[src/rtl/ervp_memory_cell_mr1wc_pkg.sv]
// Shared elaboration helpers for the multi-read, single-write memory cell.
// Index sizing, subword counting and read-latency legality live here so every file agrees.
package ervp_memory_cell_mr1wc_pkg;

    localparam int RD_LATENCY_MIN = 1;
    localparam int RD_LATENCY_MAX = 2;

    function automatic int log2ru(input int value);
        int result;
        result = 0;
        for (int i = 0; i < 31; i++) begin
            if ((1 << i) < value) begin
                result = i + 1;
            end
        end
        return result;
    endfunction

    function automatic int divideru(input int dividend, input int divisor);
        return (dividend + divisor - 1) / divisor;
    endfunction

    function automatic bit rd_latency_ok(input int latency);
        return (latency >= RD_LATENCY_MIN) && (latency <= RD_LATENCY_MAX);
    endfunction

endpackage

[src/rtl/ervp_memory_cell_rport.sv]
// One read port: write-first forwarding, optional combinational bypass and the
// 1- or 2-stage registered read pipeline with its valid pulse.
module ervp_memory_cell_rport
    import ervp_memory_cell_mr1wc_pkg::*;
#(
    parameter int WIDTH             = 32,
    parameter int BW_INDEX          = 4,
    parameter int RD_LATENCY        = 1,
    parameter int USE_ASYNCH_BYPASS = 0
) (
    input  logic                clk,
    input  logic                rstnn,
    input  logic [BW_INDEX-1:0] windex,
    input  logic [WIDTH-1:0]    wmask,
    input  logic [WIDTH-1:0]    wdata,
    input  logic [BW_INDEX-1:0] rindex,
    input  logic [WIDTH-1:0]    stored,
    input  logic                renable,
    output logic [WIDTH-1:0]    rdata_asynch,
    output logic [WIDTH-1:0]    rdata_synch,
    output logic                rvalid
);

    logic [WIDTH-1:0] hit_mask;
    logic [WIDTH-1:0] merged;
    logic [WIDTH-1:0] s1_data;
    logic             s1_valid;

    if (!rd_latency_ok(RD_LATENCY)) begin : g_bad_latency
        $error("ervp_memory_cell_rport: RD_LATENCY must be 1 or 2");
    end

    // wmask is already zero for out-of-range or reset-blocked writes
    assign hit_mask = (windex == rindex) ? wmask : '0;
    assign merged   = (stored & ~hit_mask) | (wdata & hit_mask);

    if (USE_ASYNCH_BYPASS != 0) begin : g_bypass
        assign rdata_asynch = merged;
    end else begin : g_no_bypass
        assign rdata_asynch = stored;
    end

    always_ff @(posedge clk) begin
        if (!rstnn) begin
            s1_data  <= '0;
            s1_valid <= 1'b0;
        end else begin
            s1_valid <= renable;
            if (renable) begin
                s1_data <= merged;
            end
        end
    end

    if (RD_LATENCY == 2) begin : g_lat2
        logic [WIDTH-1:0] s2_data;
        logic             s2_valid;

        always_ff @(posedge clk) begin
            if (!rstnn) begin
                s2_data  <= '0;
                s2_valid <= 1'b0;
            end else begin
                s2_valid <= s1_valid;
                if (s1_valid) begin
                    s2_data <= s1_data;
                end
            end
        end

        assign rdata_synch = s2_data;
        assign rvalid      = s2_valid;
    end else begin : g_lat1
        assign rdata_synch = s1_data;
        assign rvalid      = s1_valid;
    end

endmodule

[src/rtl/ervp_memory_cell_mr1wc.sv]
// Register-array memory with one masked write port and NUM_RPORT independent
// read ports, each offering a combinational and a pipelined synchronous view.
module ervp_memory_cell_mr1wc
    import ervp_memory_cell_mr1wc_pkg::*;
#(
    parameter int DEPTH              = 16,
    parameter int WIDTH              = 32,
    parameter int BW_INDEX           = 4,
    parameter int NUM_RPORT          = 2,
    parameter int USE_SUBWORD_ENABLE = 0,
    parameter int BW_SUBWORD         = 8,
    parameter int RD_LATENCY         = 1,
    parameter int RESET_CONTENT      = 0,
    parameter int USE_ASYNCH_BYPASS  = 0,
    localparam int BW_SELECT = (USE_SUBWORD_ENABLE != 0) ? divideru(WIDTH, BW_SUBWORD) : 1
) (
    input  logic                          clk,
    input  logic                          rstnn,
    input  logic [BW_INDEX-1:0]           windex,
    input  logic                          wenable,
    input  logic [BW_SELECT-1:0]          wpermit,
    input  logic [WIDTH-1:0]              wdata,
    input  logic [NUM_RPORT*BW_INDEX-1:0] rindex,
    input  logic [NUM_RPORT-1:0]          renable,
    output logic [NUM_RPORT*WIDTH-1:0]    rdata_asynch,
    output logic [NUM_RPORT*WIDTH-1:0]    rdata_synch,
    output logic [NUM_RPORT-1:0]          rvalid
);

    localparam logic [BW_INDEX:0] DEPTH_LIMIT = (BW_INDEX + 1)'(DEPTH);

    logic [WIDTH-1:0] mem [DEPTH];
    logic [WIDTH-1:0] permit_bits;
    logic [WIDTH-1:0] wmask;
    logic             windex_ok;

    if (BW_INDEX < log2ru(DEPTH)) begin : g_bad_index
        $error("ervp_memory_cell_mr1wc: BW_INDEX too narrow for DEPTH");
    end
    if ((NUM_RPORT < 1) || (NUM_RPORT > 8)) begin : g_bad_rport
        $error("ervp_memory_cell_mr1wc: NUM_RPORT must be 1..8");
    end

    if (USE_SUBWORD_ENABLE != 0) begin : g_subword
        always_comb begin
            permit_bits = '0;
            for (int i = 0; i < WIDTH; i++) begin
                permit_bits[i] = wpermit[i / BW_SUBWORD];
            end
        end
    end else begin : g_fullword
        logic unused_wpermit;
        assign unused_wpermit = &{1'b0, wpermit};
        assign permit_bits    = '1;
    end

    assign windex_ok = ({1'b0, windex} < DEPTH_LIMIT);
    // Writes are suppressed during reset; the same mask drives forwarding
    assign wmask = (rstnn && wenable && windex_ok) ? permit_bits : '0;

    always_ff @(posedge clk) begin
        if (!rstnn) begin
            if (RESET_CONTENT != 0) begin
                for (int i = 0; i < DEPTH; i++) begin
                    mem[i] <= '0;
                end
            end
        end else if (|wmask) begin
            mem[windex] <= (mem[windex] & ~wmask) | (wdata & wmask);
        end
    end

    for (genvar p = 0; p < NUM_RPORT; p++) begin : g_rport
        logic [BW_INDEX-1:0] port_index;
        logic [WIDTH-1:0]    port_stored;

        assign port_index  = rindex[p*BW_INDEX +: BW_INDEX];
        assign port_stored = ({1'b0, port_index} < DEPTH_LIMIT) ? mem[port_index] : '0;

        ervp_memory_cell_rport #(
            .WIDTH             (WIDTH),
            .BW_INDEX          (BW_INDEX),
            .RD_LATENCY        (RD_LATENCY),
            .USE_ASYNCH_BYPASS (USE_ASYNCH_BYPASS)
        ) u_rport (
            .clk          (clk),
            .rstnn        (rstnn),
            .windex       (windex),
            .wmask        (wmask),
            .wdata        (wdata),
            .rindex       (port_index),
            .stored       (port_stored),
            .renable      (renable[p]),
            .rdata_asynch (rdata_asynch[p*WIDTH +: WIDTH]),
            .rdata_synch  (rdata_synch[p*WIDTH +: WIDTH]),
            .rvalid       (rvalid[p])
        );
    end

endmodule

[config.mk]
export PLATFORM = sky130hd
export DESIGN_NAME = ervp_memory_cell_mr1wc
export DESIGN_NICKNAME = d
export VERILOG_FILES = /design/src/rtl/ervp_memory_cell_mr1wc_pkg.sv /design/src/rtl/ervp_memory_cell_rport.sv /design/src/rtl/ervp_memory_cell_mr1wc.sv
export SDC_FILE = /design/constraint.sdc
export NUM_CORES = 1
export LEC_CHECK = 0
export ABC_CLOCK_PERIOD_IN_PS = 7080
export BUFFER_PORTS_ARGS = -buffer_cell sky130_fd_sc_hd__buf_2
export CORE_UTILIZATION = 35
export CTS_BUF_LIST = sky130_fd_sc_hd__clkbuf_8
export CTS_CLUSTER_DIAMETER = 200
export DETAILED_ROUTE_END_ITERATION = 8
export PLACE_DENSITY_LB_ADDON = 0.2
export SLEW_MARGIN = 20
export SYNTH_ARGS = -nofsm -noshare
export SYNTH_HDL_FRONTEND = slang
export SYNTH_SLANG_ARGS = --single-unit
[constraint.sdc]
create_clock -name clk -period 7.08 [get_ports clk]
set_input_delay 0.708 -clock clk [delete_from_list [all_inputs] [get_ports clk]]
set_output_delay 0.708 -clock clk [all_outputs]
set_load 0.1 [all_outputs]
After elaboration in Yosys (flattened, before gate mapping)
Memories as Yosys holds them, arrays and structs flattened.
Index checks and enable logic that the tools add are counted.

cells by class
  bitwise operators = 12
  multiplexer cells = 6
  reductions and logical operators = 2
  equal/unequal tests = 2

operators by type and width
  cell                 number
  bitwise AND 32 bit   6
  2-to-1 mux 32 bit    3
  inverter 32 bit      3
  OR 32 bit            3
  OR reduction 32 bit  1
  == test 4 bit        2
  2-to-1 mux 1 bit     3
  logical AND 1 bit    1

storage, ports and cells
  bits of input ports = 50
  register bits after elaboration = 66
  memories kept = 1
  bits in writable memories = 512

memories
  name  depth  width  rd ports  clocked after Yosys merged registers in  write ports  line                          RTL
  mem   16     32     3         0                                        1            ervp_memory_cell_mr1wc.sv:32  logic [WIDTH-1:0] mem [DEPTH];

Depth between registers and ports, before layout
Gate-level depths: netlist (run 1).

  depth in word-level cells = 6
  gate-level depth with buffers = 8
  mapped depth without buffers = 4

Modules after synthesis
A second synthesis (run 1) with hierarchy kept.

unflattened totals
  cells, all modules = 1982
  area total of the unflattened synthesis = 31836.8 um2

modules (own cells, without submodules)
  module                  cells each  instances  area each (um2)
  ervp_memory_cell_mr1wc  1420        1          27407.5
  ervp_memory_cell_rport  281         2          2214.6

Least setup slack after synthesis (run 1)
Ideal clock, no wire load.

  path kind = input-to-reg
  start = input port windex[1]
  end = memory mem[0][0], enable pin
  arrival = 3.836 ns
  library setup time = 0.461 ns
  required time = 6.619 ns
  buffers on the path = 3
  path slack = 2.783 ns
  stages = 5
  path through = buf_2 buf_2 buf_2 or3_1 nor3_1

RTL lines
  element      line                          RTL
  from (decl)  ervp_memory_cell_mr1wc.sv:19  input logic [BW_INDEX-1:0] windex,
  to (decl)    ervp_memory_cell_mr1wc.sv:32

Straight into the memory's write port.

Final worst setup path (run 1)
  start = input port rindex[2]
  end = output port rdata_asynch[26]

on the way
  longest elaborated chain between the ends = 1

ends and longest elaborated chain
  element               line                          RTL
  from (decl)           ervp_memory_cell_mr1wc.sv:23  input logic [NUM_RPORT*BW_INDEX-1:0] rindex,
  memory (16 x 32 bit)  --
  to (decl)             ervp_memory_cell_mr1wc.sv:25  output logic [NUM_RPORT*WIDTH-1:0] rdata_asynch,

Every way passes these cells.

==> results list, run 1 <==
- Max Slew Vio Count: 0
* Achievable frequency: between 0.2 and 0.25 GHz
* Commonest cells after routing, fill and taps aside: sky130_fd_sc_hd__edfxtp_1, sky130_fd_sc_hd__mux4_2, sky130_fd_sc_hd__buf_2
- Cell row count: 106
- For this design the ratio of total power to cell area is about 250 nW/um^2.
- Final worst path period need: around 4.3 ns
- The design draws 8.490 mW.
- The number of nets in the synthesized netlist is between 1.5k and 2k.
* # H-tree levels: 3
* Combined area of all synthesized cells: just under 30000 sq um
- After detailed routing, the number of remaining DRC violations is 0.
- Measured along the y axis, the die boundary spans between 200 and 300 um.
* Vias after detailed routing: 18.83k
- In this run the deepest clock path goes through 3 buffers.
- Setup repair after global routing left no endpoint under its margin.
* Post-Synthesis Cells: 1660
- Worst hold margin: 0.2767 ns
* Post_cts resized: 0
- Overall overflow remaining after global route: 0
- The clock arrives with 0.01920 ns of skew.
- 180 I/O pins were placed.
- Highest ir drop seen on vdd: 0.1248 mV
- The number of hold violations in the final report is 0.
* Initial core utilization: 35.50%
- Clock tree synthesis inserted a total of 100 buffers.
* Setup TNS: 0 ns
- Setup bufs post-CTS: 0
* Initial antenna violation count: 4
- The share of the Yosys chip area taken by registers is a little under three fifths.
- STA classifies the critical path endpoint as an output port.
- The first global-routing pass estimated 140200 um of wire.
- Master cell of the clock root buffer: sky130_fd_sc_hd__clkbuf_8
- Clock transition at the register clock pins on the worst setup and hold paths after CTS: 0.06 ns
- Outcome: finished clean
* Area of the die: around 86000 sq um
- In this run the mean area of a mapped cell was 17.96 sq um.
- The critical path is of the primary input to output port type.
- The later pin in the worst-skew pair is clocked with a latency of 0.71 ns.
* Half-perimeter wire length after detailed placement: 54560 um
- Final design utilization: between 40% and 50%
* Number of register bits inferred by synthesis: 578
* Die X: 293.8 um
- Worst Tran Pin Value: about 1.1 ns
- Worst Hold Class: primary input to register
- Fraction of synthesized cell area taken by the top area cell type: 51.58%
- Share of the cycle needed by the critical path after routing: 60.20%
* Worst-path fanout max: 82
- Area of the core region: approximately 84000 sq um
- Number of I/O port buffers: 178
- TritonCTS built the clock tree.
- Summed over all layers, the routed wires come to 98260 um.
* Count of unique library cells instantiated by Yosys: 25
- Crit path required time: 6.37 ns
- Most common library cell in the layout ignoring fill and taps: sky130_fd_sc_hd__edfxtp_1
- In this run, placement finished with an instance count of 2855.
- Clock tree sinks: about 580
* Count of TritonRoute iterations in the first routing pass: 7
* Vias per std cell: roughly 6.2
- The area growth from synthesis to layout is 14.33%.
- DR WL/cell: 32.28 um
- Cell type contributing the most total cell area after synthesis: sky130_fd_sc_hd__edfxtp_1
- Max transition margin: 25.53%
- Startpoint type of the worst setup path: primary input
- Final nets: 1874
- Worst path arrival time: 3.55 ns
* Number of global-route vias before repair: between 15k and 20k
* Number of standard cells in the layout, taps in and fillers out: 3044
* Iteration-0 DRC Markers: 2014
* Total of endpoints with negative setup slack in the final report: 0
- In this run, post-CTS hold repair placed 0 buffers.
- Entering global routing, the biggest net connects 88 pins.
- For this run, the total global-route usage over all layers was measured as roughly 23%.
* Antenna viol nets, final: 0
- Static leakage: 11.25 nW
* Maximum capacitance violations: 0
- Ranking of synthesized cells by area: sky130_fd_sc_hd__edfxtp_1, sky130_fd_sc_hd__mux4_2, sky130_fd_sc_hd__dfxtp_1
* Layout cell share with drive strength beyond 1: 42.51%
- During synthesis, Yosys emitted a total of 0 warnings.
- The congestion estimate from routability-driven global placement came to 0.8109.
==> through the flow <==
step | setup WS (ns) | cell area [sq um]
floorplan | 2.783 | 29810
CTS | 2.882 | 34050
finish | 2.818 | 34080
detailed placement | 2.887 | 31950
global route | 2.710 | 34080
global placement | 2.876 | 31950
==> routing by layer <==
metal | global-route usage [%] | routed length (um) | up-vias
li1 | - | - | 7560
met1 | 30.26 | 39490 | 9959
met2 | 36.33 | 46570 | 1117
met3 | 5.431 | 9283 | 191
met4 | 8.410 | 2900 | 2
met5 | 0.5672 | 10 | -
==> synthesized netlist by cell type <==
cell                       number
sky130_fd_sc_hd__edfxtp_1     512
sky130_fd_sc_hd__nand4_1        1
sky130_fd_sc_hd__nand2b_1       3
sky130_fd_sc_hd__nor2_1        49
sky130_fd_sc_hd__a221o_1       64
sky130_fd_sc_hd__or3_1          1
sky130_fd_sc_hd__mux2_2        32
sky130_fd_sc_hd__nor2b_1       38
sky130_fd_sc_hd__dfxtp_1       66
sky130_fd_sc_hd__clkbuf_1     100
sky130_fd_sc_hd__buf_1         13
sky130_fd_sc_hd__o22ai_1       32
sky130_fd_sc_hd__buf_6         12
sky130_fd_sc_hd__xor2_1         8
sky130_fd_sc_hd__nand2_1       68
sky130_fd_sc_hd__a21boi_1       2
sky130_fd_sc_hd__and3_1         2
sky130_fd_sc_hd__nand4b_1       1
sky130_fd_sc_hd__nor3_1         6
sky130_fd_sc_hd__buf_4         16
sky130_fd_sc_hd__a211oi_1      32
sky130_fd_sc_hd__mux4_2       384
sky130_fd_sc_hd__and2_1        68
sky130_fd_sc_hd__a22oi_1      128
sky130_fd_sc_hd__buf_2         22
==> path summary, 6_finish.rpt <==
check        slack [ns]  depth (start not counted)                                             from                                         endpoint
max                2.82                          6                                        rindex[2]                                 rdata_asynch[26]
min                0.28                          2                                        wdata[22]  g_rport[0].u_rport.rdata_synch[22]$_SDFFE_PN0P_
max reg2reg        5.13                          4                              mem[7][9]$_DFFE_PP_                             mem[11][9]$_DFFE_PP_
min reg2reg        0.55                          2  g_rport[1].u_rport.rdata_synch[23]$_SDFFE_PN0P_  g_rport[1].u_rport.rdata_synch[23]$_SDFFE_PN0P_
==> critical path, cell delays in order <==
cell and delay [ns]:
sky130_fd_sc_hd__buf_6 0.71, sky130_fd_sc_hd__buf_4 0.80, sky130_fd_sc_hd__mux4_2 0.42, sky130_fd_sc_hd__a22oi_1 0.22, sky130_fd_sc_hd__nand2_1 0.23, sky130_fd_sc_hd__buf_2 0.36
==> cell families after synthesis <==
kind of cell	count (synthesis)	synth area share (%)
compound gates	258	6.901
mux	416	30.22
simple gates	237	3.975
xor+xnor	8	0.2351
flops	578	56.02
buf+inv	163	2.649
==> flip-flops by register name (all words and copies together), names as in the netlist <==
name / count
mem: 512
g_rport.u_rport.rvalid: 2
g_rport.u_rport.rdata_synch: 64
==> power breakdown <==
| part | internal (mW) | leakage (nW) | switching (mW) | total (mW) |
|---|---|---|---|---|
| logic | 0.371 | 4.94 | 1.03 | 1.40 |
| registers | 3.83 | 5.13 | 0.0284 | 3.86 |
| clock network | 1.81 | 1.18 | 1.42 | 3.23 |
==> layout make-up <==
cell class              count  area [sq um]
repair buffers            225          1316
well taps                1134          1419
multi-input cells         919         12540
clock inverters            81         660.6
diodes                      2         5.005
flip-flops and latches    578         16700
fillers                  7551         49880
clock buffers             105          1445
No activity file was read; power rests on OpenSTA's default activity.
==> inputs of run 2 (changes only) <==
- ABC_CLOCK_PERIOD_IN_PS: 7080 -> 4400
- clock period: 7.08 -> 4.4 ns (I/O delays scaled with it)
==> results list, run 2 (same netlist as run 1, synthesis figures left out) <==
* Outcome: finished clean
- Cells along the critical path: clkbuf_8 > buf_4 > mux4_2 > a22oi_1 > nand2_1 > buf_2
- Setup Crit Path Kind: primary input to output port
- Layout overhead on the synthesized area: 15.82%
* Worst Hold Class: primary input to register
- Entering global routing, the biggest net connects around 100 pins.
- STA classifies the critical path startpoint as a primary input.
- Biggest register: mem
- Setup TNS: 0 ns
- Of all nets on the critical path, the largest fanout is 42.
* Initial antenna violation count: 4
- Timing startpoint of the critical path: rindex[4]
- The first global-routing pass estimated around 140000 um of wire.
- The initialized floorplan defines between 100 and 150 standard-cell rows.
* Vias per std cell: around 6.3
* Die height: between 200 and 300 um
- Final nets: 1926
- Number of global-route vias before repair: ~20k
* Die X: 293.8 um
- The library cells used most frequently in the layout, excluding fill and tap cells, are sky130_fd_sc_hd__edfxtp_1, sky130_fd_sc_hd__mux4_2, sky130_fd_sc_hd__buf_2.
- Final worst path period need: 3.240 ns
- # H-tree levels: 3
* Number of hold-slack violations in the final timing report: 0
- Cts bufs inserted: 99
* Share of the cycle needed by the critical path after routing: 73.64%
- Number of standard cells in the layout, taps in and fillers out: 3096
* Crit path max-delay cell type: sky130_fd_sc_hd__mux4_2
- Summed over all cells, the static leakage comes to 11.49 nW.
- Area of the die: approximately 86000 sq um
- Layout cell share with drive strength beyond 1: 42.02%
* Highest ir drop seen on vdd: around 0.21 mV
- The number of buffers and inverters on the critical path is 3.
- For the worst setup path, the data required time is 3.96 ns.
* Count of TritonRoute iterations in the first routing pass: 5
- The max-slew violation count came to 0.
* GRT Resource Usage Total: 23.32%
- Half-perimeter wire length after detailed placement: 58300 um
* Most common library cell in the layout ignoring fill and taps: sky130_fd_sc_hd__edfxtp_1
- Family of cells with the greatest summed delay on the critical path: buffers and inverters
- Area of the core region: between 80000 and 90000 sq um
- The register with the most flip-flops in the layout has 512 of them.
* Worst path arrival time: 2.80 ns
- Vias after detailed routing: 19.37k
- During placement, the flow inserted port buffers numbering roughly 180.
* Number of cells after detailed placement: 2879
- After the first detailed-routing iteration, the DRC count stood at 2235.
- The tree built by TritonCTS fans out to 578 sinks.
- Antenna viol nets, final: 0
* Reg-to-reg slack, setup: roughly 2.4 ns
* Highest cell delay on the worst timing path: ~0.54 ns
- The worst setup path is captured at an output port.
- Achievable frequency: 0.3086 GHz
* Gpl congestion: 0.8160
- The startpoint identified for the worst register-to-register timing path is mem[7][19]$_DFFE_PP_.
* Count of pins on the block boundary: between 150 and 200
- Measured against its own limit, the worst slew margin works out to 29.23%.
- The tool flagged a number of max-cap violations equal to 0.
- Clock latency on the worst-skew pair, taken at its later pin, is 0.73 ns.
- In this run the most critical hold path is launched from wdata[19].
* Layout filler cell count: about 7.5k
* Post-route worst setup slack: 1.160 ns
- Master cell of the clock root buffer: sky130_fd_sc_hd__clkbuf_8
- Maximum clock insertion buffer count: 3
- At the pin with the least slew margin, the transition time is 1.058 ns.
- Clock transition at the register clock pins on the worst setup and hold paths after CTS: about 0.06 ns
* Worst-case clock skew: 0.04021 ns
- TritonCTS built the clock tree.
* RSZ-0062 raised after global routing: false
- Wires add up to about 100000 um.
- Residual DRC count: 0
- In this run the power density over the cells is 387.3 nW/um^2.
- Initial core utilization: a little over a third
- Worst setup timing slack at the placement stage: 1.169 ns
* DR WL/cell: between 30 and 40 um
- Overall overflow remaining after global route: 0
- Setup violations remaining at the end of the flow were counted as 0.
## run 2: layer usage
layer | vias up | wire [um] | track usage, %
li1 | 7671 | - | -
met1 | 10256 | 41090 | 32.74
met2 | 1230 | 46120 | 35.29
met3 | 209 | 10210 | 5.446
met4 | 2 | 2927 | 8.537
met5 | - | 20 | 0
## run 2: stage by stage
stage          utilization [%]  hold WS [ns]  power, mW  instance area, sq um
6_report                 41.12       0.04979      13.37                 34520
5_1_grt                  41.12       0.03447      13.81                 34520
4_1_cts                  41.12       0.01161      13.48                 34520
3_5_place_dp             38.45        0.5295      8.608                 32280
3_3_place_gp             38.45        0.5345      8.586                 32280
2_1_floorplan                -        0.5778      8.027                 29810
## run 2: worst register-to-register path: stages, from the launching register on
cell                       delay, ns
sky130_fd_sc_hd__edfxtp_1       0.40
sky130_fd_sc_hd__mux4_2         0.25
sky130_fd_sc_hd__mux2_2         0.15
sky130_fd_sc_hd__o22ai_1        0.06
sky130_fd_sc_hd__nor2_1         0.83
## run 2: timing repair
item                      4_1_cts  5_1_grt
setup buffers                   0        0
hold buffers                   30        0
resized for setup               0        0
hold endpoints to repair       53        0
## run 2: power breakdown
group          total (mW)  internal, mW  switching (mW)
clock                4.86          2.55            2.31
combinational        2.31         0.630            1.68
sequential           6.20          6.16          0.0452
total                13.4          9.34            4.03
## run 2: path summary, 6_finish.rpt
check | endpoint | cells past startpoint
setup / recovery | rdata_asynch[56] | 6
hold / removal | g_rport[0].u_rport.rdata_synch[19]$_SDFFE_PN0P_ | 2
setup reg to reg | mem[3][19]$_DFFE_PP_ | 4
hold reg to reg | g_rport[1].u_rport.rdata_synch[28]$_SDFFE_PN0P_ | 2
## run 2: final cells by class
| class | count | area [sq um] | share of cell area, % |
|---|---|---|---|
| timing repair buffer | 278 | 1927 | 5.582 |
| antenna | 1 | 2.502 | 0.007249 |
| clock inverter | 86 | 563.0 | 1.631 |
| clock buffer | 100 | 1376 | 3.987 |
| sequential | 578 | 16700 | 48.37 |
| multi-input combinational | 919 | 12540 | 36.32 |
| tap | 1134 | 1419 | 4.110 |
==> inputs of run 3 (changes only) <==
- ABC_CLOCK_PERIOD_IN_PS: 4400 -> 3000
- clock period: 4.4 -> 3 ns (I/O delays scaled with it)
==> results list, run 3 (same netlist as run 1, synthesis figures left out) <==
* Gpl congestion: 0.8283
* Worst-path fanout max: 3
- Number of cells after detailed placement: 2927
- Setup violations remaining at the end of the flow were counted as 0.
- Number of global-route vias before repair: 19.87k
- Vias per std cell: 6.191
- Initial core utilization: between 30% and 40%
- Clock tree synthesis found a total of 578 sinks.
* Layout cell share with drive strength beyond 1: between 40 and 50%
- The initial antenna violation count is 2.
- DR WL/cell: around 32 um
- After clock tree synthesis, the repair step resized 0 gates.
- Number of I/O port buffers: 178
* Startpoint type of the worst setup path: register
- The H-tree generated during clock tree synthesis spans 3 levels.
- Total non-filler cell area in the finished layout: 35420 sq um
- The tree is rooted in a sky130_fd_sc_hd__clkbuf_8.
- In this run the remaining antenna-violating nets after routing total 0.
* Area of the core region: 83950 sq um
- Die height: between 200 and 300 um
* Vias after detailed routing: between 15k and 20k
- Cts bufs inserted: 99
- Setup Crit Path Kind: register to output port
- Layout overhead on the synthesized area: 18.83%
- mem holds more flip-flops than any other register.
- OpenSTA, run right after detailed placement, puts the worst setup slack at 0.2345 ns.
- Based on the critical path, the design can be clocked at up to 0.3601 GHz.
- The worst register-to-register path begins at mem[9][0]$_DFFE_PP_.
* Number of hold-slack violations in the final timing report: 0
* Max reg flops: 512
* Pin count of the biggest net entering global routing: 52
- Commonest cells after routing, fill and taps aside: sky130_fd_sc_hd__edfxtp_1, sky130_fd_sc_hd__mux4_2, sky130_fd_sc_hd__buf_2
- The clock passes through at most 3 buffers.
- Worst path arrival time: about 2.5 ns
- Share of the cycle needed by the critical path after routing: 92.58%
- The layout has between 7k and 8k filler cells.
- For the pin with the worst max-slew slack, the measured transition is 1.147 ns.
- Most common library cell in the layout ignoring fill and taps: sky130_fd_sc_hd__edfxtp_1
- Count of TritonRoute iterations in the first routing pass: 5
- Setup TNS: 0 ns
- Cell area power density: 562.9 nW/um^2
* Global-route wire length before repair: ~150000 um
* Outcome: finished clean
* Insertion delay of the later-clocked pin in the worst-skew pair: 0.72 ns
- Worst hold margin: around 0.14 ns
* Post-route worst setup slack: 0.2227 ns
- Final worst path period need: ~2.8 ns
- STA classifies the critical path endpoint as an output port.
* Residual DRC count: 0
- The wire-length estimate of the detail-placed layout is a little over 60000 um.
* RSZ-0062 raised after global routing: false
- The most critical setup path has its startpoint at mem[5][27]$_DFFE_PP_.
- Total placed instance area: 33080 sq um
* Area of the die: around 86000 sq um
- For this design the static power due to leakage is 11.87 nW.
- In this run, the number of DRC markers left after iteration 0 of detailed routing was 1949.
- The die is 293.8 um wide.
* Setup bufs post-CTS: 0
- In this run the tightest slew margin relative to its limit is 23.32%.
- GRT Resource Usage Total: 23.49%
- Across the whole layout, storage elements account for around 17000 sq um.
* Maximum capacitance violations: 0
* Count of pins on the block boundary: 180
- Worst Hold Class: primary input to register
- VDD sags by at most approximately 0.40 mV.
- Clock transition at the register clock pins on the worst setup and hold paths after CTS: 0.06 ns
- In the final design database the tool counted around 2.0k nets.
- Worst-case clock skew: 0.02520 ns
* Final WL: 101300 um
- Overall overflow remaining after global route: 0
* Reg-to-reg slack, setup: approximately 1.1 ns
- The startpoint identified for the worst hold timing path is rstnn.
- Total area of multi-input combinational cells: around 13000 sq um
- TritonCTS clock tree: done
- For this run, the number of standard cells in the final layout without fillers is between 3k and 4k.
- Cell row count: roughly 110
- Max Slew Vio Count: 0
- Crit path required time: 2.70 ns
==> run 3: cell count changes in the layout (fill, tap and decap cells not counted), sizes merged <==
cell,change
dlygate4sd3,+4
buf,+49
clkinv,+9
clkbuf,+6
diode,+2
inv,-17
==> run 3: final cells by class <==
type | instances | area share, %
antenna | 3 | 0.02120
clock buffer | 107 | 4.158
clock inverter | 78 | 1.473
multi-input combinational | 919 | 35.38
sequential | 578 | 47.14
tap | 1134 | 4.006
timing repair buffer | 330 | 7.818
==> run 3: stage by stage <==
step	total power, mW	utilization [%]
after CTS	20.10	42.18
after global placement	12.74	39.40
after global routing	20.57	42.18
after detailed placement	12.76	39.40
final	19.94	42.19
after floorplan	11.78	-
==> run 3: critical path, cell delays in order, from the launching register on <==
cell and delay, ns:
sky130_fd_sc_hd__edfxtp_1 0.43, sky130_fd_sc_hd__mux4_2 0.50, sky130_fd_sc_hd__a22oi_1 0.26, sky130_fd_sc_hd__nand2_1 0.22, sky130_fd_sc_hd__buf_2 0.35
==> run 3: path summary, 6_finish.rpt <==
check	depth (start not counted)	to
worst min-delay path	2	g_rport[0].u_rport.rvalid$_SDFF_PN0_
worst max-delay path	4	rdata_asynch[59]
worst max register to register	4	mem[3][0]$_DFFE_PP_
worst min register to register	2	g_rport[1].u_rport.rdata_synch[1]$_SDFFE_PN0P_
==> run 3: power by group <==
part / switching (mW) / internal (mW)
Clock: 3.40 / 3.90
Sequential: 0.0717 / 9.03
Combinational: 2.48 / 1.05
==> run 3: repair_timing <==
item | 4_1_cts | 5_1_grt
hold buffers | 34 | 0
endpoints found under the hold margin | 66 | 0
setup endpoints to repair | 0 | 0
==> run 3: layer usage <==
metal	share of wire [%]	track usage (%)	vias to the layer above
met4	3.2	8.651	0
li1	-	-	7777
met2	49	38.28	1106
met1	39	31.00	10409
met5	0	0	-
met3	8.6	4.789	204
